===== src/rtl/decode_queue_if.sv =====
// Shared decode types and the fetch/execute handshake bundle for decode_queue.
// The package travels with the interface so that both sides see one definition
// of instruction_t.
package decode_queue_pkg;

    typedef enum logic [5:0] {
        NOP, LUI, AUIPC, JAL, JALR,
        BEQ, BNE, BLT, BGE, BLTU, BGEU,
        LB, LH, LW, LBU, LHU,
        SB, SH, SW,
        ADDI, SLTI, SLTIU, XORI, ORI, ANDI, SLLI, SRLI, SRAI,
        ADD, SUB, SLL, SLT, SLTU, XOR, SRL, SRA, OR, AND
    } instr_name_t;

    typedef struct packed {
        instr_name_t instr_name;
        logic [6:0]  opcode;
        logic [4:0]  rd;
        logic [2:0]  funct3;
        logic [4:0]  rs1;
        logic [4:0]  rs2;
        logic [6:0]  funct7;
        logic [31:0] imm_i;
        logic [31:0] imm_s;
        logic [31:0] imm_b;
        logic [31:0] imm_u;
        logic [31:0] imm_j;
    } instruction_t;

endpackage

interface decode_queue_if #(
    parameter int XLEN  = 32,
    parameter int CNT_W = 3
);
    import decode_queue_pkg::*;

    logic             flush_i;
    logic             in_valid_i;
    logic             in_ready_o;
    logic [31:0]      in_instr_i;
    logic [XLEN-1:0]  in_pc_i;
    logic             out_valid_o;
    logic             out_ready_i;
    instruction_t     out_instr_o;
    logic [XLEN-1:0]  out_pc_o;
    logic             out_illegal_o;
    logic [CNT_W-1:0] count_o;
    logic [31:0]      perf_decoded_o;
    logic [31:0]      perf_stall_o;

    // Fetch/execute side driving the queue
    modport master (
        output flush_i, in_valid_i, in_instr_i, in_pc_i, out_ready_i,
        input  in_ready_o, out_valid_o, out_instr_o, out_pc_o, out_illegal_o,
               count_o, perf_decoded_o, perf_stall_o
    );

    // The queue itself
    modport slave (
        input  flush_i, in_valid_i, in_instr_i, in_pc_i, out_ready_i,
        output in_ready_o, out_valid_o, out_instr_o, out_pc_o, out_illegal_o,
               count_o, perf_decoded_o, perf_stall_o
    );

endinterface


===== src/rtl/decode_queue.sv =====
// decode_queue: DEPTH-entry instruction FIFO between fetch and execute with an
// RV32I decoder in front of a registered valid/ready output stage.
// Optional macro DECODE_PERF_EN adds hand-off and back-pressure counters.
module decode_queue
    import decode_queue_pkg::*;
#(
    parameter int DEPTH = 4,
    parameter int XLEN  = 32,
    parameter int CNT_W = $clog2(DEPTH + 1)
) (
    input  logic           clk,
    input  logic           rst,
    decode_queue_if.slave  bus
);

    localparam int PTR_W = $clog2(DEPTH);

    logic [DEPTH-1:0][31:0]     mem_instr;
    logic [DEPTH-1:0][XLEN-1:0] mem_pc;
    logic [PTR_W-1:0]           wr_ptr, rd_ptr;
    logic [CNT_W-1:0]           count_q;

    logic                       out_valid_q;
    instruction_t               out_instr_q;
    logic [XLEN-1:0]            out_pc_q;
    logic                       out_ill_q;

    logic                       fifo_empty, in_ready, push, pop, stage_free;
    logic                       take_head, take_bypass, fifo_wr;
    logic [31:0]                src_instr;
    logic [XLEN-1:0]            src_pc;
    instruction_t               dec;
    logic                       dec_ill;

    // The output stage frees up on a pop; it pulls from the FIFO head first and
    // only bypasses the incoming word when the FIFO is empty, keeping order.
    assign fifo_empty  = (count_q == '0);
    assign in_ready    = (count_q < CNT_W'(DEPTH)) && !bus.flush_i;
    assign push        = bus.in_valid_i && in_ready;
    assign pop         = out_valid_q && bus.out_ready_i;
    assign stage_free  = !out_valid_q || bus.out_ready_i;
    assign take_head   = stage_free && !fifo_empty;
    assign take_bypass = stage_free && fifo_empty && push;
    assign fifo_wr     = push && !take_bypass;
    assign src_instr   = fifo_empty ? bus.in_instr_i : mem_instr[rd_ptr];
    assign src_pc      = fifo_empty ? bus.in_pc_i    : mem_pc[rd_ptr];

    // RV32I field extraction, immediates, mnemonic and legality of the source word
    always_comb begin
        dec         = '0;
        dec_ill     = 1'b0;
        dec.opcode  = src_instr[6:0];
        dec.rd      = src_instr[11:7];
        dec.funct3  = src_instr[14:12];
        dec.rs1     = src_instr[19:15];
        dec.rs2     = src_instr[24:20];
        dec.funct7  = src_instr[31:25];
        dec.imm_i   = {{20{src_instr[31]}}, src_instr[31:20]};
        dec.imm_s   = {{20{src_instr[31]}}, src_instr[31:25], src_instr[11:7]};
        dec.imm_b   = {{19{src_instr[31]}}, src_instr[31], src_instr[7],
                       src_instr[30:25], src_instr[11:8], 1'b0};
        dec.imm_u   = {src_instr[31:12], 12'b0};
        dec.imm_j   = {{11{src_instr[31]}}, src_instr[31], src_instr[19:12],
                       src_instr[20], src_instr[30:21], 1'b0};
        dec.instr_name = NOP;
        case (dec.opcode)
            7'h37: dec.instr_name = LUI;
            7'h17: dec.instr_name = AUIPC;
            7'h6f: dec.instr_name = JAL;
            7'h67: if (dec.funct3 == 3'd0) dec.instr_name = JALR; else dec_ill = 1'b1;
            7'h63: case (dec.funct3)
                3'd0: dec.instr_name = BEQ;   3'd1: dec.instr_name = BNE;
                3'd4: dec.instr_name = BLT;   3'd5: dec.instr_name = BGE;
                3'd6: dec.instr_name = BLTU;  3'd7: dec.instr_name = BGEU;
                default: dec_ill = 1'b1;
            endcase
            7'h03: case (dec.funct3)
                3'd0: dec.instr_name = LB;    3'd1: dec.instr_name = LH;
                3'd2: dec.instr_name = LW;    3'd4: dec.instr_name = LBU;
                3'd5: dec.instr_name = LHU;
                default: dec_ill = 1'b1;
            endcase
            7'h23: case (dec.funct3)
                3'd0: dec.instr_name = SB;    3'd1: dec.instr_name = SH;
                3'd2: dec.instr_name = SW;
                default: dec_ill = 1'b1;
            endcase
            7'h13: case (dec.funct3)
                3'd0: dec.instr_name = ADDI;  3'd2: dec.instr_name = SLTI;
                3'd3: dec.instr_name = SLTIU; 3'd4: dec.instr_name = XORI;
                3'd6: dec.instr_name = ORI;   3'd7: dec.instr_name = ANDI;
                3'd1: if (dec.funct7 == 7'h00) dec.instr_name = SLLI; else dec_ill = 1'b1;
                default: begin
                    if (dec.funct7 == 7'h00)      dec.instr_name = SRLI;
                    else if (dec.funct7 == 7'h20) dec.instr_name = SRAI;
                    else                          dec_ill = 1'b1;
                end
            endcase
            7'h33: begin
                if (dec.funct7 == 7'h00) begin
                    case (dec.funct3)
                        3'd0: dec.instr_name = ADD;  3'd1: dec.instr_name = SLL;
                        3'd2: dec.instr_name = SLT;  3'd3: dec.instr_name = SLTU;
                        3'd4: dec.instr_name = XOR;  3'd5: dec.instr_name = SRL;
                        3'd6: dec.instr_name = OR;   default: dec.instr_name = AND;
                    endcase
                end else if (dec.funct7 == 7'h20 && dec.funct3 == 3'd0) begin
                    dec.instr_name = SUB;
                end else if (dec.funct7 == 7'h20 && dec.funct3 == 3'd5) begin
                    dec.instr_name = SRA;
                end else begin
                    dec_ill = 1'b1;
                end
            end
            default: dec_ill = 1'b1;
        endcase
        // A malformed sub-encoding carries no mnemonic
        if (dec_ill) dec.instr_name = NOP;
    end

    // FIFO storage; bypassed words never get written
    always_ff @(posedge clk) begin
        if (fifo_wr) begin
            mem_instr[wr_ptr] <= bus.in_instr_i;
            mem_pc[wr_ptr]    <= bus.in_pc_i;
        end
    end

    // Pointers and occupancy; flush empties the FIFO in one cycle
    always_ff @(posedge clk or posedge rst) begin
        if (rst) begin
            wr_ptr  <= '0;
            rd_ptr  <= '0;
            count_q <= '0;
        end else if (bus.flush_i) begin
            wr_ptr  <= '0;
            rd_ptr  <= '0;
            count_q <= '0;
        end else begin
            if (fifo_wr)   wr_ptr <= wr_ptr + 1'b1;
            if (take_head) rd_ptr <= rd_ptr + 1'b1;
            count_q <= count_q + CNT_W'(fifo_wr) - CNT_W'(take_head);
        end
    end

    // Registered output stage; contents hold while the consumer stalls
    always_ff @(posedge clk or posedge rst) begin
        if (rst) begin
            out_valid_q <= 1'b0;
            out_instr_q <= '0;
            out_pc_q    <= '0;
            out_ill_q   <= 1'b0;
        end else if (bus.flush_i) begin
            out_valid_q <= 1'b0;
        end else if (stage_free) begin
            out_valid_q <= take_head || take_bypass;
            if (take_head || take_bypass) begin
                out_instr_q <= dec;
                out_pc_q    <= src_pc;
                out_ill_q   <= dec_ill;
            end
        end
    end

`ifdef DECODE_PERF_EN
    logic [31:0] perf_dec_q, perf_stall_q;

    // Hand-off and back-pressure counters; only reset clears them
    always_ff @(posedge clk or posedge rst) begin
        if (rst) begin
            perf_dec_q   <= '0;
            perf_stall_q <= '0;
        end else begin
            if (pop)                              perf_dec_q   <= perf_dec_q + 1'b1;
            if (out_valid_q && !bus.out_ready_i) perf_stall_q <= perf_stall_q + 1'b1;
        end
    end

    assign bus.perf_decoded_o = perf_dec_q;
    assign bus.perf_stall_o   = perf_stall_q;
`else
    assign bus.perf_decoded_o = 32'd0;
    assign bus.perf_stall_o   = 32'd0;
`endif

    assign bus.in_ready_o    = in_ready;
    assign bus.out_valid_o   = out_valid_q;
    assign bus.out_instr_o   = out_instr_q;
    assign bus.out_pc_o      = out_pc_q;
    assign bus.out_illegal_o = out_ill_q;
    assign bus.count_o       = count_q;

endmodule


===== src/flat_wrapper.sv =====
// flat-port wrapper written by rule: the top's interface ports become plain ports
module decode_queue_flat import decode_queue_pkg::*;
#(
    parameter int DEPTH = 4,
    parameter int XLEN  = 32,
    parameter int CNT_W = $clog2(DEPTH + 1)
)
  (clk, rst, bus_flush_i, bus_in_valid_i, bus_in_instr_i, bus_in_pc_i, bus_out_ready_i, bus_in_ready_o, bus_out_valid_o, bus_out_instr_o, bus_out_pc_o, bus_out_illegal_o, bus_count_o, bus_perf_decoded_o, bus_perf_stall_o);
  decode_queue_if #(.XLEN(XLEN), .CNT_W(CNT_W)) bus_i ();
  input  logic clk;
  input  logic rst;
  input wire logic [$bits(bus_i.flush_i)-1:0] bus_flush_i;
  input wire logic [$bits(bus_i.in_valid_i)-1:0] bus_in_valid_i;
  input wire logic [$bits(bus_i.in_instr_i)-1:0] bus_in_instr_i;
  input wire logic [$bits(bus_i.in_pc_i)-1:0] bus_in_pc_i;
  input wire logic [$bits(bus_i.out_ready_i)-1:0] bus_out_ready_i;
  output wire logic [$bits(bus_i.in_ready_o)-1:0] bus_in_ready_o;
  output wire logic [$bits(bus_i.out_valid_o)-1:0] bus_out_valid_o;
  output wire logic [$bits(bus_i.out_instr_o)-1:0] bus_out_instr_o;
  output wire logic [$bits(bus_i.out_pc_o)-1:0] bus_out_pc_o;
  output wire logic [$bits(bus_i.out_illegal_o)-1:0] bus_out_illegal_o;
  output wire logic [$bits(bus_i.count_o)-1:0] bus_count_o;
  output wire logic [$bits(bus_i.perf_decoded_o)-1:0] bus_perf_decoded_o;
  output wire logic [$bits(bus_i.perf_stall_o)-1:0] bus_perf_stall_o;
  assign bus_i.flush_i = bus_flush_i;
  assign bus_i.in_valid_i = bus_in_valid_i;
  assign bus_i.in_instr_i = bus_in_instr_i;
  assign bus_i.in_pc_i = bus_in_pc_i;
  assign bus_i.out_ready_i = bus_out_ready_i;
  assign bus_in_ready_o = bus_i.in_ready_o;
  assign bus_out_valid_o = bus_i.out_valid_o;
  assign bus_out_instr_o = bus_i.out_instr_o;
  assign bus_out_pc_o = bus_i.out_pc_o;
  assign bus_out_illegal_o = bus_i.out_illegal_o;
  assign bus_count_o = bus_i.count_o;
  assign bus_perf_decoded_o = bus_i.perf_decoded_o;
  assign bus_perf_stall_o = bus_i.perf_stall_o;
  decode_queue #(.DEPTH(DEPTH), .XLEN(XLEN), .CNT_W(CNT_W)) u_core (.clk(clk), .rst(rst), .bus(bus_i));
endmodule

===== config.mk =====
export PLATFORM = sky130hd
export DESIGN_NAME = decode_queue_flat
export DESIGN_NICKNAME = d
export VERILOG_FILES = /design/src/rtl/decode_queue_if.sv /design/src/rtl/decode_queue.sv /design/src/flat_wrapper.sv
export SDC_FILE = /design/constraint.sdc
export NUM_CORES = 1
export LEC_CHECK = 0
export CORE_MARGIN = 2
export CORE_UTILIZATION = 40
export DETAILED_ROUTE_END_ITERATION = 8
export GPL_TIMING_DRIVEN = 1
export PLACE_DENSITY_LB_ADDON = 0.05
export SYNTH_ARGS = -nofsm -noshare
export SYNTH_HDL_FRONTEND = slang
export SYNTH_SLANG_ARGS = --single-unit

===== constraint.sdc =====
create_clock -name clk -period 4.45 [get_ports clk]
set_clock_uncertainty 0.1 [all_clocks]
set_input_delay 0.6675 -clock clk [delete_from_list [all_inputs] [get_ports clk]]
set_output_delay 0.6675 -clock clk [all_outputs]
set_load 0.02 [all_outputs]

After elaboration in Yosys (flattened, before gate mapping)
Cells that the tools add are included.
- $add $sub $neg: 4
- multipliers: 0
- div/mod/pow operators: 0
- order comparisons: 4
- equality and inequality tests: 17
- shift operators: 0
- muxes and demuxes: 43
- bitwise operators: 1
- reduce and logical (&&, ||, !) cells: 27
- operators by type and width (cell ; count):
    128-bit bitwise mux ; 2
    32-bit 2-to-1 mux ; 5
    32-bit binary-select mux with 2-bit select ; 2
    6-bit case mux with 7 select lines ; 2
    32-bit demux with 2-bit select ; 1
    6-bit case mux with 9 select lines ; 1
    6-bit 2-to-1 mux ; 5
    7-bit by 6-bit == test with 1-bit output (second input constant) ; 4
    4-bit case mux with 6 select lines ; 1
    7-bit == test (second input constant) ; 3
    4-bit case mux with 5 select lines ; 1
    5-bit case mux with 3 select lines ; 1
    7-bit by 5-bit == test with 1-bit output (second input constant) ; 2
    3-bit == test (second input constant) ; 4
    1-bit 2-to-1 mux ; 12
    6-bit OR reduction ; 2
    5-bit 2-to-1 mux ; 2
    1-bit logical AND ; 9
    2-bit 2-to-1 mux ; 4
    7-bit by 2-bit == test with 1-bit output (second input constant) ; 1
    7-bit logical NOT ; 1
    1-bit case mux with 7 select lines ; 1
    3-bit by 2-bit == test with 1-bit output (second input constant) ; 2
    3-bit logical NOT ; 2
    16 further kinds ; 26
- flip-flop bits (word level): 411
- bits in latches: 0
- bits in writable memories: 0
- bits in read-only memories: 0
- input bits: 69
- word-level logic and storage cells: 122
- memories kept: 0

Depth between registers and ports, before layout
- depth after elaboration: 10
- mapped depth: 11
- depth with buffers taken out: 8

Worst setup path before layout
Ideal clock, no wire load.
- kind: register to register
- start point: register u_core.count_q[2] (netlist: u_core.bus.count_o[2])
- end point: register u_core.mem_instr[100] (netlist bit), enable pin
- data arrival time: 3.298 ns
- path slack: 0.624 ns
- stages on the path, launching flop included: 8
- buffers on the path: 3
- period minus slack after synthesis: 3.826 ns
- cell sequence: dfrtp_1 or3_1 buf_6 buf_6 buf_2 nor2_1 nor3_1 and2_1
- cells in the longest elaborated chain, start to end: 6
- elaborated cells between the ends (all ways): 8
- ends and longest elaborated chain (what ; line ; RTL):
    start: declaration ; decode_queue.sv:21 ; logic [CNT_W-1:0] count_q;
    start signal: assignment ; decode_queue.sv:142 ; count_q <= count_q + CNT_W'(fifo_wr) - CNT_W'(take_head);
    3-bit less-than comparator ; decode_queue.sv:38 ; assign in_ready = (count_q < CNT_W'(DEPTH)) && !bus.flush_i;
    1-bit logical AND ; decode_queue.sv:38 ;
    1-bit logical AND ; decode_queue.sv:39 ; assign push = bus.in_valid_i && in_ready;
    1-bit logical AND ; decode_queue.sv:43 ; assign take_bypass = stage_free && fifo_empty && push;
    1-bit logical NOT ; decode_queue.sv:44 ; assign fifo_wr = push && !take_bypass;
    1-bit logical AND * ; decode_queue.sv:44 ;
    end signal: indexed assignment ; decode_queue.sv:124 ; mem_instr[wr_ptr] <= bus.in_instr_i;
    end: declaration ; decode_queue.sv:18 ; logic [DEPTH-1:0][31:0] mem_instr;
Every way passes the cells marked *; elsewhere a longest branch is shown, timed or not.
A chain may end at the register's enable or synchronous reset.

Worst setup path after layout
- start point: register u_core.rd_ptr[1]
- end point: register u_core.out_instr_q, in the netlist u_core.bus.out_instr_o[195]
- cells in the longest elaborated chain, start to end: 10
- elaborated cells between the ends (all ways): 52
- ends and longest elaborated chain (what ; line ; RTL):
    start: declaration ; decode_queue.sv:20 ; logic [PTR_W-1:0] wr_ptr, rd_ptr;
    start signal: assignment ; decode_queue.sv:141 ; if (take_head) rd_ptr <= rd_ptr + 1'b1;
    32-bit binary-select mux with 2-bit select * ; decode_queue.sv:45 ; assign src_instr = fifo_empty ? bus.in_instr_i : mem_instr[rd_ptr];
    32-bit 2-to-1 mux (not written as such) * ; decode_queue.sv:45 ;
    32-bit 2-to-1 mux * ; decode_queue.sv:45 ;
    branches (longest 6 deep; another with 6-bit case mux with 9 select lines) ; - ;
    6-bit 2-to-1 mux * ; decode_queue.sv:118 ; if (dec_ill) dec.instr_name = NOP;
    end signal: assignment ; decode_queue.sv:150 ; out_instr_q <= '0;
    end signal: assignment ; decode_queue.sv:158 ; out_instr_q <= dec;
    end: declaration ; decode_queue.sv:24 ; instruction_t out_instr_q;
Mark *: on every way between the ends. The select of a mux whose other input is x is not followed.

==> results.sh <==
export IMPL_outcome="complete, no violations"
export IMPL_end_kind="register"
export IMPL_grt_pass1_wl_um=52600
export IMPL_vias=8797
export IMPL_dp_hpwl_um=22700
export IMPL_nets=1310
export IMPL_cp_required_ps=4770
export IMPL_drc=0
export IMPL_finalSetupTns_ps=0
export IMPL_io_pins=369
export IMPL_htree_levels=2
export IMPL_final_area_um2=18900
export IMPL_netlist_area_um2=15600
export IMPL_cp_endpoint="u_core.bus.out_instr_o[195]$_DFFE_PP0P_"
export IMPL_worst_slew_pin_slew_ps=1040
export IMPL_reg2reg_depth=6
export IMPL_core_area_um2=38600
export IMPL_antenna_left=0
export IMPL_portBuffers=290
export IMPL_wl_per_cell_um=19.3
export IMPL_crit_start="u_core.rd_ptr[1]$_DFFE_PP0P_"
export IMPL_post_cts_buffers=0
export IMPL_hold_viol=0
export IMPL_cts_hold_buf=0
export IMPL_hold_slack_ps=379
export IMPL_r2r_end="u_core.bus.out_instr_o[195]$_DFFE_PP0P_"
export IMPL_grt_max_degree=78
export IMPL_synth_edf_count=256
export IMPL_synth_main_ff_cell="edfxtp_1"
export IMPL_dieArea_um2=40500
export IMPL_arrival_ps=3620
export IMPL_clock_sinks=335
export IMPL_drt_first_iter_violations=545
export IMPL_layoutNonFillerInstCount=1782
export IMPL_fp_dieH_um=201
export IMPL_most_common_layout_cells="290 x clkdlybuf4s50_1, 256 x edfxtp_1, 92 x nand2_1, 78 x conb_1, 76 x dfrtp_1"
export IMPL_antenna_found_initial=3
export IMPL_grtUsageTotal_pct=16.6
export IMPL_initial_core_util_pct=40.3
export IMPL_viasPerCell=4.94
export IMPL_min_path_type="reg -> reg"
export IMPL_path_class="reg -> reg"
export IMPL_r2r_start="u_core.rd_ptr[1]$_DFFE_PP0P_"
export IMPL_clk_pin_slew_worst_paths_ps=60
export IMPL_p_per_area_nw_per_um2=684
export IMPL_fillCellCount=3368
export IMPL_final_layout_size_suffix_gt1_share_pct=12.6
export IMPL_cts_root_buf="clkbuf_16"
export IMPL_placed_cells=1712
export IMPL_drtPass1Iterations=6
export IMPL_final_common_cell="clkdlybuf4s50_1"
export IMPL_die_x_um=201
export IMPL_ys_types=62
export IMPL_rsz0062_at_grt="false"
export IMPL_startpoint_type="register"
export IMPL_peakVddDrop_mv=0.352
export IMPL_setup_viol=0
export IMPL_leakagePower_nw=6.81
export IMPL_synth_cells=1075
export IMPL_place_gp_congestion=0.896
export IMPL_yosysWarnings=0
export IMPL_grt_overflow_total=0
export IMPL_first_global_vias=8632
export IMPL_clock_power_share_pct=22.8
export IMPL_p_comb_share_pct=44.0
export IMPL_placed_area_um2=17700
export IMPL_finalCritPeriodShare_pct=74.1
export IMPL_max_freq_mhz=303
export IMPL_clock_path_buffers=3
export IMPL_std_cell_rows=72
export IMPL_wirelength_um=34400
export IMPL_sequentialPowerShare_pct=33.2
export IMPL_yosys_register_bits=335
export IMPL_cts_resized=0
export IMPL_p_int_mw=8.25
export IMPL_cts_made_buffers=38
export IMPL_critPathMaxFanout=59
export IMPL_cts_tree="done"
export IMPL_layout_min_cycle_time_ps=3300
export IMPL_syn_mean_instance_area_um2=14.5
export IMPL_drv_cap=0
export IMPL_area_growth_pct=21.7
export IMPL_maxSlewViolCount=0
export IMPL_ys_seq_area_share_pct=62.1
export IMPL_slew_headroom_pct=30.3
export IMPL_synth_async_reset_ratio_pct=23.6
export IMPL_p_sw_mw=4.69
export IMPL_r2r_setup_slack_ps=1150
export IMPL_netSwitchingFraction_pct=36.3
export IMPL_clock_latency_ps=500
-- power by group through the flow --
stage	sequential [mW]	clock, mW	combinational [mW]
2_1_floorplan	4.53	0	3.95
3_3_place_gp	4.37	0	5.78
3_5_place_dp	4.39	0	5.76
4_1_cts	4.34	3.04	5.77
5_1_grt	4.40	3.16	6.07
6_report	4.30	2.95	5.69
-- cell families after synthesis --
| family | after synthesis | synth area share [%] |
|---|---|---|
| other cells | 1 | 0.0241 |
| buf+inv | 283 | 12.5 |
| fa+ha+maj | 7 | 0.611 |
| simple gates | 171 | 4.80 |
| mux | 138 | 14.4 |
| compound gates | 132 | 5.10 |
| xor+xnor | 8 | 0.451 |
| flops | 335 | 62.1 |
-- critical path, stage by stage, from the launching register on --
cell and delay (ps):
dfrtp_4 930, mux4_2 640, o31ai_1 560, nand2_1 220, a2111oi_0 450, a211oi_1 100, o21ai_1 160
-- state kept, by name, indices dropped and copies added, names as in the netlist --
register,flops
u_core.bus.out_pc_o,32
u_core.rd_ptr,2
u_core.bus.out_valid_o,1
u_core.bus.count_o,3
u_core.mem_pc,128
u_core.mem_instr,128
u_core.bus.out_instr_o,38
u_core.bus.out_illegal_o,1
u_core.wr_ptr,2
-- how the worst min path moves through the flow --
stage | start | endpoint | slack [ps] | cells after the start
2_1_floorplan | u_core.wr_ptr[1]$_DFFE_PP0P_ | u_core.wr_ptr[1]$_DFFE_PP0P_ | 440 | 2
3_3_place_gp | u_core.bus.out_pc_o[0]$_DFFE_PP0P_ | u_core.bus.out_pc_o[0]$_DFFE_PP0P_ | 360 | 2
3_5_place_dp | u_core.bus.out_pc_o[6]$_DFFE_PP0P_ | u_core.bus.out_pc_o[6]$_DFFE_PP0P_ | 370 | 2
4_1_cts | u_core.bus.out_pc_o[6]$_DFFE_PP0P_ | u_core.bus.out_pc_o[6]$_DFFE_PP0P_ | 380 | 2
5_1_grt | u_core.bus.out_pc_o[6]$_DFFE_PP0P_ | u_core.bus.out_pc_o[6]$_DFFE_PP0P_ | 410 | 2
6_report | u_core.bus.out_instr_o[185]$_DFFE_PP0P_ | u_core.bus.out_instr_o[185]$_DFFE_PP0P_ | 380 | 2
-- per-layer routing --
metal	wire (µm)	track usage, %	up-vias
met2	16900	28.1	340
met1	14600	22.1	4391
li1	-	-	3998
met3	2280	3.58	64
met5	23	0	-
met4	620	3.86	4
-- synthesized netlist by cell type (all sizes together) (8+ instances only) --
master  count  share of area (%)
edfxtp    256                 49
buf       242                 11
nand2      92                2.2
dfrtp      79                 13
o21ai      79                2.5
mux2i      67                4.3
mux4       66                9.7
nor2       33               0.80
clkbuf     29               0.76
nor3       15               0.48
a21oi      13               0.44
inv        12               0.29
o311ai      8               0.45
-- cell type report --
class                           instances  area, µm²  area share (%)
Antenna cell                            1       2.50          0.0132
Clock buffer                           55       1100            5.79
Clock inverter                         14       93.8           0.496
Inverter                               12       47.5           0.251
Multi-Input combinational cell        534       4260            22.5
Sequential cell                       335       9670            51.1
Tap cell                              518        648            3.42
Timing Repair Buffer                  313       3110            16.4
-- stage by stage --
stage	power (mW)	util (%)	setup WS [ps]
3_3_place_gp	10.2	46.0	1220
3_5_place_dp	10.1	46.0	1200
6_report	12.9	49.1	1150
4_1_cts	13.1	49.1	1180
2_1_floorplan	8.48	-	624
5_1_grt	13.6	49.1	964
(Power assumes the default switching activity.)
